## src/rtl/axis_frame_len_check_pkg.sv

```systemverilog
// Shared types and helpers for the AXI-Stream frame length checker.
//   state_t        : checker FSM states (PASS forwards beats, DISCARD drops
//                    the tail of a truncated frame)
//   len_params_ok  : elaboration-time legality check of the length parameters
package axis_len_check_pkg;

    typedef enum logic [0:0] {
        PASS    = 1'b0,
        DISCARD = 1'b1
    } state_t;

    // Legal when 1 <= min_len <= max_len < 2**len_width, with a counter
    // width the 64-bit limit arithmetic below can represent.
    function automatic bit len_params_ok(input int min_len, input int max_len,
                                         input int len_width);
        longint limit;
        bit     ok;
        if ((len_width < 1) || (len_width > 32)) begin
            ok = 1'b0;
        end else begin
            limit = longint'(64'd1 << len_width);
            ok    = (min_len >= 1) && (min_len <= max_len) &&
                    (longint'(max_len) < limit);
        end
        return ok;
    endfunction

endpackage

```

## src/rtl/axis_frame_len_check_if.sv

```systemverilog
// AXI-Stream bundle with a 1-bit tuser.
//   master : drives tdata/tvalid/tlast/tuser, receives tready
//   slave  : receives tdata/tvalid/tlast/tuser, drives tready
interface axis_frame_len_check_if #(
    parameter int DATA_WIDTH = 8
);
    logic [DATA_WIDTH-1:0] tdata;
    logic                  tvalid;
    logic                  tready;
    logic                  tlast;
    logic                  tuser;

    modport master (output tdata, output tvalid, output tlast, output tuser,
                    input  tready);
    modport slave  (input  tdata, input  tvalid, input  tlast, input  tuser,
                    output tready);
endinterface

```

## src/rtl/axis_frame_len_check_out_reg.sv

```systemverilog
// Single-stage valid/ready output register carrying {tdata, tlast, tuser}.
// The caller only asserts load when the stage can accept
// (out_ready | ~out_valid), so a held beat is never overwritten.
//   clk, rst     : clock, synchronous active-high reset
//   load         : capture in_data/in_last/in_user this edge
//   in_*         : beat to capture
//   out_ready    : downstream ready
//   out_valid/out_data/out_last/out_user : registered stream outputs
module axis_out_reg #(
    parameter int DATA_WIDTH = 8
) (
    input  logic                  clk,
    input  logic                  rst,
    input  logic                  load,
    input  logic [DATA_WIDTH-1:0] in_data,
    input  logic                  in_last,
    input  logic                  in_user,
    input  logic                  out_ready,
    output logic                  out_valid,
    output logic [DATA_WIDTH-1:0] out_data,
    output logic                  out_last,
    output logic                  out_user
);

    logic                  valid_r;
    logic [DATA_WIDTH-1:0] data_r;
    logic                  last_r;
    logic                  user_r;

    // Load a new beat, or drop valid once the held beat has been taken.
    always_ff @(posedge clk) begin
        if (rst) begin
            valid_r <= 1'b0;
            data_r  <= {DATA_WIDTH{1'b0}};
            last_r  <= 1'b0;
            user_r  <= 1'b0;
        end else if (load) begin
            valid_r <= 1'b1;
            data_r  <= in_data;
            last_r  <= in_last;
            user_r  <= in_user;
        end else if (out_ready) begin
            valid_r <= 1'b0;
        end
    end

    assign out_valid = valid_r;
    assign out_data  = data_r;
    assign out_last  = last_r;
    assign out_user  = user_r;

endmodule

```

## src/rtl/axis_frame_len_check.sv

```systemverilog
// Frame length checker sitting in front of the frame FIFO. Counts beats per
// frame, flags short frames and frames with an upstream error via tuser on
// the tlast beat, and truncates over-long frames with a forced tlast/tuser
// followed by silent discard of the remainder.
//   clk, rst     : clock, synchronous active-high reset
//   input_axis   : upstream stream (tuser sampled on the tlast beat only)
//   output_axis  : downstream stream (tuser = bad-frame flag, tlast beats only)
//   frame_good   : pulse, frame ended clean
//   frame_short  : pulse, frame ended below MIN_LEN beats
//   frame_long   : pulse, frame truncated at MAX_LEN beats
//   frame_len    : beat count of the last completed or truncated frame
module axis_frame_len_check
    import axis_len_check_pkg::*;
#(
    parameter int DATA_WIDTH = 8,
    parameter int LEN_WIDTH  = 16,
    parameter int MIN_LEN    = 2,
    parameter int MAX_LEN    = 1518
) (
    input  logic                  clk,
    input  logic                  rst,
    axis_frame_len_check_if.slave  input_axis,
    axis_frame_len_check_if.master output_axis,
    output logic                  frame_good,
    output logic                  frame_short,
    output logic                  frame_long,
    output logic [LEN_WIDTH-1:0]  frame_len
);

    generate
        if (!len_params_ok(MIN_LEN, MAX_LEN, LEN_WIDTH)) begin : g_bad_params
            $error("axis_frame_len_check: illegal MIN_LEN/MAX_LEN/LEN_WIDTH");
        end
    endgenerate

    localparam logic [LEN_WIDTH-1:0] MIN_L = LEN_WIDTH'(MIN_LEN);
    localparam logic [LEN_WIDTH-1:0] MAX_L = LEN_WIDTH'(MAX_LEN);
    localparam logic [LEN_WIDTH-1:0] ONE_L = LEN_WIDTH'(1'b1);
    localparam logic [LEN_WIDTH-1:0] ZERO_L = {LEN_WIDTH{1'b0}};

    state_t                 state_r;
    state_t                 state_next_s;
    logic [LEN_WIDTH-1:0]   cnt_r;
    logic [LEN_WIDTH-1:0]   cnt_d_s;
    logic [LEN_WIDTH-1:0]   cnt_inc_s;
    logic                   in_ready_s;
    logic                   accept_s;
    logic                   load_s;
    logic                   load_last_s;
    logic                   load_user_s;
    logic                   good_d_s;
    logic                   short_d_s;
    logic                   long_d_s;
    logic                   len_we_s;
    logic [LEN_WIDTH-1:0]   len_d_s;
    logic                   out_valid_s;
    logic [DATA_WIDTH-1:0]  out_data_s;
    logic                   out_last_s;
    logic                   out_user_s;
    logic                   good_r;
    logic                   short_r;
    logic                   long_r;
    logic [LEN_WIDTH-1:0]   frame_len_r;

    assign cnt_inc_s = cnt_r + ONE_L;

    // Next state, counter update, output-register load and status decode.
    always_comb begin
        state_next_s = state_r;
        cnt_d_s      = cnt_r;
        in_ready_s   = 1'b0;
        accept_s     = 1'b0;
        load_s       = 1'b0;
        load_last_s  = 1'b0;
        load_user_s  = 1'b0;
        good_d_s     = 1'b0;
        short_d_s    = 1'b0;
        long_d_s     = 1'b0;
        len_we_s     = 1'b0;
        len_d_s      = frame_len_r;
        case (state_r)
            PASS: begin
                in_ready_s = output_axis.tready | ~out_valid_s;
                accept_s   = input_axis.tvalid & in_ready_s;
                if (accept_s) begin
                    load_s = 1'b1;
                    if (input_axis.tlast) begin
                        load_last_s = 1'b1;
                        load_user_s = input_axis.tuser | (cnt_inc_s < MIN_L);
                        len_we_s    = 1'b1;
                        len_d_s     = cnt_inc_s;
                        short_d_s   = (cnt_inc_s < MIN_L);
                        good_d_s    = ~(cnt_inc_s < MIN_L) & ~input_axis.tuser;
                        cnt_d_s     = ZERO_L;
                    end else if (cnt_inc_s == MAX_L) begin
                        // Frame hit MAX_LEN without tlast: close it here as
                        // bad and drop whatever is left of it.
                        load_last_s  = 1'b1;
                        load_user_s  = 1'b1;
                        len_we_s     = 1'b1;
                        len_d_s      = MAX_L;
                        long_d_s     = 1'b1;
                        cnt_d_s      = ZERO_L;
                        state_next_s = DISCARD;
                    end else begin
                        cnt_d_s = cnt_inc_s;
                    end
                end else begin
                    cnt_d_s = cnt_r;
                end
            end
            DISCARD: begin
                // Sink the tail independently of the output side.
                in_ready_s = 1'b1;
                accept_s   = input_axis.tvalid;
                if (accept_s && input_axis.tlast) begin
                    state_next_s = PASS;
                end else begin
                    state_next_s = DISCARD;
                end
            end
            default: begin
                state_next_s = PASS;
                cnt_d_s      = ZERO_L;
            end
        endcase
    end

    // State and beat counter registers.
    always_ff @(posedge clk) begin
        if (rst) begin
            state_r <= PASS;
            cnt_r   <= ZERO_L;
        end else begin
            state_r <= state_next_s;
            cnt_r   <= cnt_d_s;
        end
    end

    // Status pulses and frame length; pulses line up with the terminating
    // beat appearing in the output register.
    always_ff @(posedge clk) begin
        if (rst) begin
            good_r      <= 1'b0;
            short_r     <= 1'b0;
            long_r      <= 1'b0;
            frame_len_r <= ZERO_L;
        end else begin
            good_r  <= good_d_s;
            short_r <= short_d_s;
            long_r  <= long_d_s;
            if (len_we_s) begin
                frame_len_r <= len_d_s;
            end
        end
    end

    axis_out_reg #(
        .DATA_WIDTH (DATA_WIDTH)
    ) u_out_reg (
        .clk       (clk),
        .rst       (rst),
        .load      (load_s),
        .in_data   (input_axis.tdata),
        .in_last   (load_last_s),
        .in_user   (load_user_s),
        .out_ready (output_axis.tready),
        .out_valid (out_valid_s),
        .out_data  (out_data_s),
        .out_last  (out_last_s),
        .out_user  (out_user_s)
    );

    assign input_axis.tready  = in_ready_s;
    assign output_axis.tvalid = out_valid_s;
    assign output_axis.tdata  = out_data_s;
    assign output_axis.tlast  = out_last_s;
    assign output_axis.tuser  = out_user_s;
    assign frame_good         = good_r;
    assign frame_short        = short_r;
    assign frame_long         = long_r;
    assign frame_len          = frame_len_r;

endmodule

```

## src/flat_wrapper.sv

```systemverilog
// flat-port wrapper written by rule: the top's interface ports become plain ports
module axis_frame_len_check_flat import axis_len_check_pkg::*;
#(
    parameter int DATA_WIDTH = 8,
    parameter int LEN_WIDTH  = 16,
    parameter int MIN_LEN    = 2,
    parameter int MAX_LEN    = 1518
)
  (clk, rst, frame_good, frame_short, frame_long, frame_len, input_axis_tdata, input_axis_tvalid, input_axis_tlast, input_axis_tuser, input_axis_tready, output_axis_tdata, output_axis_tvalid, output_axis_tlast, output_axis_tuser, output_axis_tready);
  axis_frame_len_check_if #(.DATA_WIDTH(DATA_WIDTH)) input_axis_i ();
  axis_frame_len_check_if #(.DATA_WIDTH(DATA_WIDTH)) output_axis_i ();
  input  logic clk;
  input  logic rst;
  output logic frame_good;
  output logic frame_short;
  output logic frame_long;
  output logic [LEN_WIDTH-1:0] frame_len;
  input wire logic [$bits(input_axis_i.tdata)-1:0] input_axis_tdata;
  input wire logic [$bits(input_axis_i.tvalid)-1:0] input_axis_tvalid;
  input wire logic [$bits(input_axis_i.tlast)-1:0] input_axis_tlast;
  input wire logic [$bits(input_axis_i.tuser)-1:0] input_axis_tuser;
  output wire logic [$bits(input_axis_i.tready)-1:0] input_axis_tready;
  output wire logic [$bits(output_axis_i.tdata)-1:0] output_axis_tdata;
  output wire logic [$bits(output_axis_i.tvalid)-1:0] output_axis_tvalid;
  output wire logic [$bits(output_axis_i.tlast)-1:0] output_axis_tlast;
  output wire logic [$bits(output_axis_i.tuser)-1:0] output_axis_tuser;
  input wire logic [$bits(output_axis_i.tready)-1:0] output_axis_tready;
  assign input_axis_i.tdata = input_axis_tdata;
  assign input_axis_i.tvalid = input_axis_tvalid;
  assign input_axis_i.tlast = input_axis_tlast;
  assign input_axis_i.tuser = input_axis_tuser;
  assign input_axis_tready = input_axis_i.tready;
  assign output_axis_tdata = output_axis_i.tdata;
  assign output_axis_tvalid = output_axis_i.tvalid;
  assign output_axis_tlast = output_axis_i.tlast;
  assign output_axis_tuser = output_axis_i.tuser;
  assign output_axis_i.tready = output_axis_tready;
  axis_frame_len_check #(.DATA_WIDTH(DATA_WIDTH), .LEN_WIDTH(LEN_WIDTH), .MIN_LEN(MIN_LEN), .MAX_LEN(MAX_LEN)) u_core (.clk(clk), .rst(rst), .input_axis(input_axis_i), .output_axis(output_axis_i), .frame_good(frame_good), .frame_short(frame_short), .frame_long(frame_long), .frame_len(frame_len));
endmodule
```

## config.mk

```make
export PLATFORM = sky130hd
export DESIGN_NAME = axis_frame_len_check_flat
export DESIGN_NICKNAME = d
export VERILOG_FILES = /design/src/rtl/axis_frame_len_check_pkg.sv /design/src/rtl/axis_frame_len_check_if.sv /design/src/rtl/axis_frame_len_check_out_reg.sv /design/src/rtl/axis_frame_len_check.sv /design/src/flat_wrapper.sv
export SDC_FILE = /design/constraint.sdc
export NUM_CORES = 1
export LEC_CHECK = 0
export CORE_UTILIZATION = 40
export DETAILED_ROUTE_END_ITERATION = 10
export GPL_TIMING_DRIVEN = 0
export HOLD_SLACK_MARGIN = 0.15
export PLACE_DENSITY = 0.72
export SLEW_MARGIN = 20
export SYNTH_ARGS = -nofsm -noshare
export SYNTH_HDL_FRONTEND = slang
export SYNTH_HIERARCHICAL = 1
export SYNTH_SLANG_ARGS = --single-unit
```

## constraint.sdc

```tcl
create_clock -name clk -period 3.9 [get_ports clk]
set_clock_uncertainty 0.05 [all_clocks]
set_input_delay 0.78 -clock clk [delete_from_list [all_inputs] [get_ports clk]]
set_output_delay 0.78 -clock clk [all_outputs]
set_load 0.03 [all_outputs]
```

-- After elaboration in Yosys (flattened, before gate mapping)
Index checks and enable logic that the tools add are counted.
- bits in registers: 47
- bits of input ports: 14
- output and inout bits: 31
- word-level logic and storage cells: 50
- add/sub/neg operators: 1
- magnitude comparators: 1
- equality and inequality tests: 1
- mux-type cells: 20
- bitwise gates (word level): 10
- reduce and logical (&&, ||, !) cells: 7
- operators with widths (operator ; count):
    16-bit two-way mux ; 4
    16-bit by 1-bit adder with 16-bit output, second input constant ; 1
    16-bit by 11-bit == test with 1-bit output, second input constant ; 1
    16-bit by 2-bit less-than comparator with 1-bit output, second input constant ; 1
    1-bit two-way mux ; 14
    1-bit NOT ; 6
    1-bit one-hot mux with 2 select lines ; 2
    4-bit AND reduction ; 1
    2-bit nonzero test ; 2
    4-bit OR reduction ; 1
    1-bit AND ; 2
    1-bit OR ; 2
    2-bit AND reduction ; 1
    2-bit OR reduction ; 1
    1-bit logical AND ; 1

-- Depth between registers and ports, before layout
- depth after elaboration: 7
- depth in mapped cells: 11
- depth with buffers taken out: 10

-- Cells and area by module
The synthesis kept the hierarchy.
- by module, submodules not included (module ; times used ; cells an instance ; area an instance (µm²) ; seq. area each (µm²)):
    axis_frame_len_check ; 1 ; 224 ; 2009.4 ; 720.7
    axis_out_reg ; 1 ; 36 ; 389.1 ; 220.2

-- Worst setup path after synthesis
No wires, ideal clock.
- path kind: register to register
- from: reg u_core.cnt_r[0]
- to: reg u_core.u_out_reg.last_r (netlist: u_core/u_out_reg/out_last)
- setup time: 0.065 ns
- arrival time: 2.992 ns
- required time: 3.785 ns
- slack: 0.794 ns
- stages on the path, launching flop included: 12
- path buffers: 2
- clock period less this slack: 3.106 ns
- path through: dfxtp_1 > ha_1 > nand3_2 > or3_2 > a2111oi_0 > or4b_4 > o31ai_4 > and2_4 > buf_8 > buf_12 > mux2i_1 > nor2_1
- longest elaborated chain between the ends: 6
- ends and longest elaborated chain (item ; RTL line ; source):
    start, declared ; axis_frame_len_check.sv:43 ; logic [LEN_WIDTH-1:0] cnt_r;
    start signal, assigned ; axis_frame_len_check.sv:136 ; cnt_r <= cnt_d_s;
    16-bit by 1-bit adder with 16-bit output ; axis_frame_len_check.sv:65 ; assign cnt_inc_s = cnt_r + ONE_L;
    16-bit by 11-bit == test with 1-bit output ; axis_frame_len_check.sv:95 ; end else if (cnt_inc_s == MAX_L) begin
    1-bit two-way mux (4 in a row) ; -- ;
    net u_core.len_we_s ; axis_frame_len_check.sv:54 ; logic len_we_s;
    end signal, assigned ; axis_frame_len_check_out_reg.sv:40 ; last_r <= in_last;
    end, declared ; axis_frame_len_check_out_reg.sv:27 ; logic last_r;
The timed path passes the listed nets, and every way through them passes these cells.
A chain may end at the register's enable or synchronous reset.

-- Worst setup path in the final report
Ends and elaborated chain as after synthesis.

==> results_dict.tcl <==
set metrics [dict create \
    dr.pass1.iters 5 \
    dp_hpwl_um 4002 \
    cts_resized 0 \
    tightest_slew_ns 0.6704 \
    num-nets-final 326 \
    antenna_left 0 \
    maxCapViolations 0 \
    post_cts_buffers 0 \
    power_density_nw_per_um2 339.7 \
    gp_congestion 0.9075 \
    worstPathArrival_ns 3.86 \
    synth_edf_count 0 \
    start_kind "flip-flop" \
    rsz0062_at_grt "false" \
    rows 27 \
    cts_made_buffers 5 \
    synth_ff_type "dfxtp_1" \
    r2r-end "u_core/u_out_reg/out_last" \
    worstSetupEndpointType "flip-flop" \
    status "completed" \
    wire_per_inst_um 14.40 \
    synth_top_family_by_area "simple AND/OR/NAND/NOR gates" \
    r2r_cells 11 \
    regArea_um2 940.9 \
    p_leak_uw 0.001155 \
    yosysWarnings 6 \
    rr_startpoint "u_core/cnt_r[0]" \
    die_w_um 79.44 \
    tns_ns 0 \
    slowest_stage "or4b_4" \
    diodes 0 \
    crit_chain "ha_1 > nand3_2 > or3_2 > a2111oi_0 > or4b_4 > o31ai_4 > and2_4 > buf_8 > buf_12 > mux2i_1 > nor2_1" \
    worst-path-buf-inv 2 \
    num_vias 2068 \
    overflow 0 \
    numClockSinks 47 \
    avgSynthCellArea_um2 9.225 \
    clk_pin_slew_worst_paths_ns 0.09 \
    io_pins 45 \
    syn2layout_area_growth_pct 26.76 \
    synth_fa_ha_area_share_pct 1.043 \
    stdcell_count 383 \
    grt_pass1_vias 1952 \
    setup_violations 0 \
    hold_viol 0 \
    vdd_drop_max_mv 0.2317 \
    synth_compound_area_share_pct 16.17 \
    synth_xor_area_share_pct 7.668 \
    synth.distinct_cells 54 \
    vias_per_cell 5.399 \
    drt_iter0_drc 154 \
    hp-class "flip-flop to flip-flop" \
    grt_pass1_wl_um 9211 \
    yosys.area_share.simple_pct 22.22 \
    grt_max_degree 16 \
    synth_cells 260 \
    dp.cells 375 \
    crit_family "simple AND/OR/NAND/NOR gates" \
    drc 0 \
    cts_root_buf "clkbuf_8" \
    cts_tree "yes" \
    ys_async_sr_fraction_pct 0 \
    synth_mux_area_share_pct 4.591 \
    critical_path_class "flip-flop to flip-flop" \
    reg2reg_slack_ns 0.23 \
    hold_buffers 0 \
    min_from "u_core/frame_len[8]" \
    maxSlewViolCount 0 \
    timing.slew.headroom_pct 55.30 \
    p_int_uw 772.2 \
    htreeDepth 2 \
    wl_um 5516 \
    antenna_found_initial 0 \
    grtUsageTotal_pct 18.83 \
    syn-cell-area_um2 2399 \
    switching_power_uw 260.6 \
    fmax_mhz 272.7 \
    fillCellCount 519 \
    cpPeakStageDelay_ns 0.56 \
    post-route-min-period_ns 3.667 \
    clk_latency_ns 0.30 \
    coreArea_um2 5642 \
    ys_seq_area_share_pct 39.23 \
    fin_crit_sh_pct 94.03 \
    synth_nets 276 \
    hold_end "u_core/frame_len[8]" \
    combPwrFrac_pct 14.4 \
    fin_ws_ns 0.2327 \
    cp.required_ns 4.10 \
    holdPathStages 1 \
    clock_path_buffers 2 \
    p_clk_share_pct 36.8 \
    port_buffers 43 \
    start_util_pct 42.51 \
    fp.dieH_um 79.44 \
    p_sw_share_pct 25.23 \
    multi_input_area_um2 1240 \
    layout-drive-gt1-share_pct 11.58 \
    dieArea_um2 6310 \
    pwr-share-seq_pct 48.8 \
    pre_cts_slack_ns 0.2599 \
    ys_ff_latch 47 \
    path_max_fanout 10 \
]
## cells by family (layout without fill, tap and decap cells)
family          count (synthesis)  after routing
compound gates                 56             56
mux                            11             11
flops                          47             47
fa+ha+maj                       2              2
simple gates                   98             98
buf+inv                        25             76
xor+xnor                       21             21
## cell usage after synthesis (6+ instances only)
library cell	n	area (µm²)
o21a_1	8	60.06
nor3_1	13	65.06
nor2_1	25	93.84
o21ai_0	6	30.03
inv_1	7	26.28
nand2_1	16	60.06
mux2i_1	11	110.1
xor2_1	7	61.31
xnor2_1	14	122.6
clkbuf_8	7	96.34
a21oi_1	17	85.08
dfxtp_1	47	940.9
nand3_1	9	45.04
## final cells by class
class | count | share of cell area [%]
multi-input cells | 188 | 40.78
flip-flops and latches | 47 | 30.95
repair buffers | 43 | 14.16
plain buffers | 18 | 6.296
well taps | 72 | 2.963
clock buffers | 6 | 2.716
clock inverters | 2 | 1.276
inverters | 7 | 0.8642
## power groups by stage
| stage | sequential (µW) | combinational [µW] | clock (µW) |
|---|---|---|---|
| after CTS | 504 | 149 | 390 |
| after floorplan | 542 | 63.1 | 0 |
| after global routing | 506 | 159 | 414 |
| after global placement | 514 | 147 | 0 |
| after detailed placement | 515 | 148 | 0 |
| final | 504 | 149 | 380 |
## layout by cell type (no fill, tap or decap), drive strengths merged, types with 3 or more instances in the layout
cell            n
nor2           25
a31oi           3
and3            5
or3             3
inv             8
nand2b          4
nand2          16
a211oi          5
nand4           7
o21a            8
clkbuf         17
mux2i          11
o21ai           6
nand3          10
a21oi          17
dfxtp          47
xnor2          14
buf             6
clkdlybuf4s50  43
nor3           13
xor2            7
or4             3
## metrics by stage
stage / area [µm²] / hold WS [ns] / total power, µW / util [%]
after CTS: 3040 / 0.4313 / 1043 / 53.89
after global placement: 2919 / 0.4037 / 661.9 / 51.74
after global routing: 3040 / 0.4526 / 1079 / 53.89
after detailed placement: 2919 / 0.4032 / 662.8 / 51.74
final: 3040 / 0.4239 / 1033 / 53.89
after floorplan: 2399 / 0.4165 / 605.2 / -
## sequential cells by signal, indices dropped and copies added (netlist names)
signal / cells
u_core/frame_len: 16
u_core/state_r: 1
u_core/frame_long: 1
u_core/cnt_r: 16
u_core/u_out_reg/out_valid: 1
u_core/u_out_reg/out_last: 1
u_core/frame_good: 1
u_core/u_out_reg/out_user: 1
u_core/u_out_reg/out_data: 8
u_core/frame_short: 1
## metal layers
layer | up-vias | GRT usage, % | wire, µm
li1 | 1026 | - | -
met1 | 989 | 24.70 | 2667
met2 | 44 | 29.74 | 2516
met3 | 9 | 4.229 | 241
met4 | 0 | 7.455 | 91
met5 | - | 0 | 0
## worst max-delay path by stage
| stage | slack [ns] | end | start | cells past startpoint |
|---|---|---|---|---|
| final | 0.23 | u_core/u_out_reg/out_last | u_core/cnt_r[0] | 11 |
| after global routing | 0.002 | u_core/u_out_reg/out_last | u_core/cnt_r[0] | 11 |
| after CTS | 0.22 | u_core/u_out_reg/out_last | u_core/cnt_r[0] | 11 |
| after detailed placement | 0.26 | u_core/u_out_reg/out_last | u_core/cnt_r[0] | 11 |
| after global placement | 0.34 | u_core/u_out_reg/out_last | u_core/cnt_r[0] | 11 |
| after floorplan | 0.79 | u_core/u_out_reg/out_last | u_core/cnt_r[0] | 11 |
(Power assumes the default switching activity.)
